===== config.mk =====
export PLATFORM = sky130hd
export DESIGN_NAME = dice_roll_ctrl
export DESIGN_NICKNAME = d
export VERILOG_FILES = /design/src/rtl/dice_pkg.sv /design/src/rtl/btn_debounce.sv /design/src/rtl/dice_roll_ctrl.sv
export SDC_FILE = /design/constraint.sdc
export NUM_CORES = 1
export LEC_CHECK = 0
export BUFFER_PORTS_ARGS = -buffer_cell sky130_fd_sc_hd__clkbuf_2
export CAP_MARGIN = 10
export CORE_MARGIN = 1
export CORE_UTILIZATION = 34
export CTS_BUF_LIST = sky130_fd_sc_hd__clkbuf_16
export DETAILED_ROUTE_END_ITERATION = 7
export PLACE_DENSITY = 0.54
export SLEW_MARGIN = 10
export SYNTH_ARGS = -nofsm -noshare
export SYNTH_HDL_FRONTEND = slang
export SYNTH_SLANG_ARGS = --single-unit

===== constraint.sdc =====
create_clock -name clk -period 5.5 [get_ports clk]
set_clock_uncertainty 0.05 [all_clocks]
set_input_delay 0.275 -clock clk [delete_from_list [all_inputs] [get_ports clk]]
set_output_delay 0.275 -clock clk [all_outputs]
set_load 0.02 [all_outputs]

===== src/rtl/dice_pkg.sv =====
// Shared definitions for the dice roll control path and the dice counter stage.
package dice_pkg;

  // Roll controller state encoding
  localparam int unsigned STATE_W = 2;
  localparam logic [STATE_W-1:0] ST_IDLE = 2'd0;
  localparam logic [STATE_W-1:0] ST_SPIN = 2'd1;
  localparam logic [STATE_W-1:0] ST_SLOW = 2'd2;
  localparam logic [STATE_W-1:0] ST_DONE = 2'd3;

  // Default tuning of the roll controller
  localparam int unsigned DEF_DEB_CYCLES = 4;
  localparam int unsigned DEF_SLOW_STEPS = 5;
  localparam int unsigned DEF_BASE_GAP   = 2;
  localparam int unsigned DEF_GAP_INC    = 2;
  localparam int unsigned DEF_CNT_W      = 8;

  // Face range of the dice counter fed by the advance strobe
  localparam int unsigned DICE_FACE_MIN = 1;
  localparam int unsigned DICE_FACE_MAX = 6;

  // Longest low gap of the slow-down sequence (gap before the final pulse)
  function automatic int unsigned slow_last_gap(input int unsigned base_gap,
                                                input int unsigned gap_inc,
                                                input int unsigned slow_steps);
    return base_gap + (slow_steps - 1) * gap_inc;
  endfunction

endpackage


===== src/rtl/btn_debounce.sv =====
// Two-flop synchronizer followed by a stable-sample debounce filter.
module btn_debounce
  import dice_pkg::*;
#(
  parameter int unsigned DEB_CYCLES = DEF_DEB_CYCLES,
  parameter int unsigned CNT_W      = DEF_CNT_W
) (
  input  logic clk,
  input  logic res,
  input  logic btn,
  output logic btn_db
);

  logic             sync1_q;
  logic             sync2_q;
  logic             db_q;
  logic             db_d;
  logic [CNT_W-1:0] cnt_q;
  logic [CNT_W-1:0] cnt_d;

  // Bring the raw button level into the clk domain
  always_ff @(posedge clk or negedge res) begin
    if (!res) begin
      sync1_q <= 1'b0;
      sync2_q <= 1'b0;
    end else begin
      sync1_q <= btn;
      sync2_q <= sync1_q;
    end
  end

  // Count consecutive disagreeing samples; flip the held level once enough agree
  always_comb begin
    cnt_d = '0;
    db_d  = db_q;
    if (sync2_q != db_q) begin
      if (cnt_q == CNT_W'(DEB_CYCLES)) begin
        db_d  = ~db_q;
        cnt_d = '0;
      end else begin
        cnt_d = cnt_q + CNT_W'(1);
      end
    end
  end

  // Debounce state
  always_ff @(posedge clk or negedge res) begin
    if (!res) begin
      cnt_q <= '0;
      db_q  <= 1'b0;
    end else begin
      cnt_q <= cnt_d;
      db_q  <= db_d;
    end
  end

  assign btn_db = db_q;

endmodule


===== src/rtl/dice_roll_ctrl.sv =====
// Turns a bouncy push-button into the dice advance strobe: spin while held,
// a progressively slower pulse train after release, then a done pulse.
module dice_roll_ctrl
  import dice_pkg::*;
#(
  parameter int unsigned DEB_CYCLES = DEF_DEB_CYCLES,
  parameter int unsigned SLOW_STEPS = DEF_SLOW_STEPS,
  parameter int unsigned BASE_GAP   = DEF_BASE_GAP,
  parameter int unsigned GAP_INC    = DEF_GAP_INC,
  parameter int unsigned CNT_W      = DEF_CNT_W
) (
  input  logic clk,
  input  logic res,
  input  logic btn,
  output logic s,
  output logic rolling,
  output logic done
);

  localparam int unsigned STEP_W  = $clog2(SLOW_STEPS + 1);
  localparam int unsigned MAX_GAP = slow_last_gap(BASE_GAP, GAP_INC, SLOW_STEPS);

  // Reject configurations whose gaps or debounce count do not fit the counters
  if (DEB_CYCLES < 1 || SLOW_STEPS < 1 || BASE_GAP < 1 ||
      MAX_GAP >= (64'd1 << CNT_W) || DEB_CYCLES >= (64'd1 << CNT_W)) begin : g_bad_params
    $error("dice_roll_ctrl: parameter set does not fit CNT_W or is out of range");
  end

  logic               btn_db;
  logic               db_prev_q;
  logic               db_rise;

  logic [STATE_W-1:0] state_q;
  logic [STATE_W-1:0] state_d;
  logic               s_q;
  logic               s_d;
  logic               rolling_q;
  logic               rolling_d;
  logic               done_q;
  logic               done_d;
  logic [CNT_W-1:0]   gap_q;
  logic [CNT_W-1:0]   gap_d;
  logic [CNT_W-1:0]   gap_cnt_q;
  logic [CNT_W-1:0]   gap_cnt_d;
  logic [STEP_W-1:0]  steps_q;
  logic [STEP_W-1:0]  steps_d;

  btn_debounce #(
    .DEB_CYCLES (DEB_CYCLES),
    .CNT_W      (CNT_W)
  ) u_btn_debounce (
    .clk    (clk),
    .res    (res),
    .btn    (btn),
    .btn_db (btn_db)
  );

  // A roll only starts on a fresh press, never on a level still held
  assign db_rise = btn_db & ~db_prev_q;

  // Next state, next outputs and slow-down bookkeeping
  always_comb begin
    state_d   = state_q;
    s_d       = 1'b0;
    rolling_d = 1'b0;
    done_d    = 1'b0;
    gap_d     = gap_q;
    gap_cnt_d = gap_cnt_q;
    steps_d   = steps_q;

    case (state_q)
      ST_IDLE: begin
        if (db_rise) begin
          state_d   = ST_SPIN;
          s_d       = 1'b1;
          rolling_d = 1'b1;
        end
      end

      ST_SPIN: begin
        rolling_d = 1'b1;
        if (!btn_db) begin
          // Release: first low cycle of the slow-down starts on this edge
          state_d   = ST_SLOW;
          gap_d     = CNT_W'(BASE_GAP);
          gap_cnt_d = '0;
          steps_d   = '0;
        end else begin
          s_d = 1'b1;
        end
      end

      ST_SLOW: begin
        rolling_d = 1'b1;
        if (db_rise) begin
          // Re-press wins over any pulse due on the same edge
          state_d = ST_SPIN;
          s_d     = 1'b1;
        end else if (steps_q == STEP_W'(SLOW_STEPS)) begin
          state_d   = ST_DONE;
          rolling_d = 1'b0;
          done_d    = 1'b1;
        end else if (!s_q) begin
          // gap_cnt counts low cycles already completed before the current one
          if ((gap_cnt_q + CNT_W'(1)) == gap_q) begin
            s_d       = 1'b1;
            steps_d   = steps_q + STEP_W'(1);
            gap_d     = gap_q + CNT_W'(GAP_INC);
            gap_cnt_d = '0;
          end else begin
            gap_cnt_d = gap_cnt_q + CNT_W'(1);
          end
        end
      end

      ST_DONE: begin
        state_d = ST_IDLE;
      end

      default: begin
        state_d = ST_IDLE;
      end
    endcase
  end

  // FSM state register
  always_ff @(posedge clk or negedge res) begin
    if (!res) begin
      state_q <= ST_IDLE;
    end else begin
      state_q <= state_d;
    end
  end

  // Registered outputs, edge-detect history and slow-down counters
  always_ff @(posedge clk or negedge res) begin
    if (!res) begin
      db_prev_q <= 1'b0;
      s_q       <= 1'b0;
      rolling_q <= 1'b0;
      done_q    <= 1'b0;
      gap_q     <= '0;
      gap_cnt_q <= '0;
      steps_q   <= '0;
    end else begin
      db_prev_q <= btn_db;
      s_q       <= s_d;
      rolling_q <= rolling_d;
      done_q    <= done_d;
      gap_q     <= gap_d;
      gap_cnt_q <= gap_cnt_d;
      steps_q   <= steps_d;
    end
  end

  assign s       = s_q;
  assign rolling = rolling_q;
  assign done    = done_q;

endmodule


==> impl_metrics.yaml <==
sta:
  min_period_ns: 2.75
  finalCritPeriodShare_pct: 50.0
  holdWs_ns: 0.0547
  setup_viol: 0
  finalWorstSetupSlack_ns: 2.75
  rsz0062_at_grt: "no"
  relSlewSlack_pct: 25.5
  timing.setup.tns_ns: 0
  hold_violations: 0
  slew_violations: 0
  tightest_slew_ns: 1.11
  fmax_mhz: 364
place:
  port_buffers: 5
  hpwl_um: 2910
  postPlaceCellArea_um2: 2080
  place_congestion: 0.813
  post-place-ws_ns: 2.77
floorplan:
  core_um2: 5610
  initial_core_util_pct: 35.9
  die_area_um2: 6230
  dieWidth_um: 79.0
  io_pins: 6
  die_h_um: 79.0
  rows: 27
worst_setup_path:
  endpoint_kind: "flop"
  r2r_start: "gap_cnt_q[0]"
  ff2ff_setup_slack_ns: 2.75
  critical_path.max_fanout: 12
  r2r-end: "steps_q[1]"
  worstSetupPathType: "reg -> reg"
  ff2ff_path_depth: 7
  critPathLaunchType: "flop"
  cp.arrival_ns: 2.89
  cp.required_ns: 5.64
finish:
  fill_cells: 561
  fin_nets: 223
  drive_above_1_share_pct: 11.2
  multi_input_area_um2: 1050
  area.sequential_um2: 876
  fin_area_um2: 2220
  insertedDiodeCount: 0
  syn_to_final_growth_pct: 10.3
logic_synthesis:
  syn_inst: 212
  synth-seq-area-share_pct: 43.5
  synth_nets: 221
  syn_area_per_cell_um2: 9.50
  async_flop_share_pct: 100
  synth_ff_type: "dfrtp_1"
  synth_edf_count: 0
  netlist_area_um2: 2010
  synth-seq-cells: 35
  yosys.cell_types.count: 45
  synth_warnings: 0
drt:
  wire_per_inst_um: 14.4
  drtAntennaViolNets: 0
  dr.pass1.iters: 4
  routed_wl_um: 4130
  post-route-drc-count: 0
  drtIter0Drc: 110
  vias: 1507
  via_per_inst: 5.25
clocking:
  cts_hold_buf: 0
  cts_made_buffers: 5
  cts.reportedPaths.clkPinSlew_ns: 0.06
  htree_levels: 2
  numClockSinks: 35
  cts_tree: "done"
  ctsResizeCount: 0
  postCtsSetupBuffers: 0
  cts_buffer_depth: 2
  clk_latency_ns: 0.28
  ctsRootBufferMaster: "clkbuf_16"
grt:
  grt_util_all_layers_pct: 14.8
  grt_start_max_net_pins: 36
  grt_pass1_wl_um: 7110
  grt_pass1_vias: 1502
  grt-ovfl-total: 0
  antenna_found_initial: 0
run:
  drv_cap: 0
min_path:
  hold_end: "u_btn_debounce.sync1_q"
  holdPathStages: 1
  hold_class: "in -> reg"
  holdCritStartpoint: "btn"
pwr:
  power_density_nw_per_um2: 431
  leakage_nw: 0.922
  ir_worst_vdd_mv: 0.324
status:
  status: "complete, no violations"
logic make-up after synthesis:
group / synth area share (%)
AND/OR/NAND/NOR: 24.9
AO/OA/AOI/OAI: 13.1
flip-flops: 43.5
buffers and inverters: 4.10
XOR/XNOR: 5.66
multiplexers: 5.03
adder cells (fa/ha/maj): 3.73
power by group:
part	switching [mW]	leakage, nW	total, mW	internal [mW]
Clock	0.104	0.0710	0.269	0.165
Sequential	0.0637	0.465	0.367	0.304
Combinational	0.206	0.385	0.322	0.116
Total	0.374	0.922	0.958	0.584
layer usage:
layer	track usage [%]	vias to the layer above	wire, um
met5	0	-	0
met4	6.18	0	30
met1	20.2	715	2080
met2	22.4	28	1880
li1	-	762	-
met3	3.68	2	135
cells in the mapped netlist (6+ instances only):
master	instances	area share, %
dfrtp_1	35	44
nand2_1	18	3.4
nand3_1	18	4.5
nor2_1	18	3.4
o21ai_0	11	2.7
inv_1	9	1.7
mux2i_1	9	4.5
xor2_1	8	3.5
ha_1	6	3.7
nor2b_1	6	1.9
critical path, cell delays in order (launching register included):
cell      delay [ns]
dfrtp_1         0.41
ha_1            0.27
and3_1          0.29
or3b_4          0.42
a221oi_4        0.35
o211ai_2        0.30
o32a_1          0.41
o22ai_1         0.16
placed cells by master (no fill, tap or decap), drive strengths merged, types with 2 or more instances in the layout:
cell type  netlist  routed
clkbuf           4      10
o211ai           2       2
nor2b            6       6
o21ai           16      16
nand2b           4       4
a221oi           2       2
nor2            18      18
or2              2       2
and3             5       5
xor2             8       8
inv              9      10
ha               6       6
nand3           18      18
a21oi            2       2
o32a             2       2
nor4             4       4
dfrtp           35      35
xnor2            5       5
nand4            5       5
a31oi            4       4
mux2i            9       9
nand2           18      18
nor3             6       6
o22ai            4       4
worst max-delay path by stage:
stage / end / from / depth (start not counted) / slack, ns
after global placement: steps_q[1] / gap_cnt_q[0] / 7 / 2.83
after floorplan: gap_q[6] / gap_cnt_q[0] / 8 / 3.07
final: steps_q[1] / gap_cnt_q[0] / 7 / 2.75
after CTS: steps_q[1] / gap_cnt_q[0] / 7 / 2.75
after global routing: steps_q[1] / gap_cnt_q[0] / 7 / 2.63
after detailed placement: steps_q[1] / gap_cnt_q[0] / 7 / 2.77
stage by stage:
step,utilization (%),std cells,total power [mW]
final,39.6,287,0.958
after global routing,39.6,287,1.02
after CTS,39.6,287,0.963
after detailed placement,37.1,279,0.691
after global placement,37.1,279,0.686
after floorplan,-,212,0.612
area by class of cell:
class	count	share of cell area (%)
multi-input cells	158	47.5
flip-flops and latches	35	39.4
clock buffers	5	5.63
well taps	72	4.06
inverters	9	1.52
repair buffers	5	1.13
clock inverters	3	0.732
state kept, by name, summed over array words and instances (netlist names), 2 cells and up:
signal and count:
u_btn_debounce.cnt_q 8, gap_cnt_q 8, state_q 2, steps_q 3, gap_q 7
Note: power is estimated with default switching activity, not from simulation.
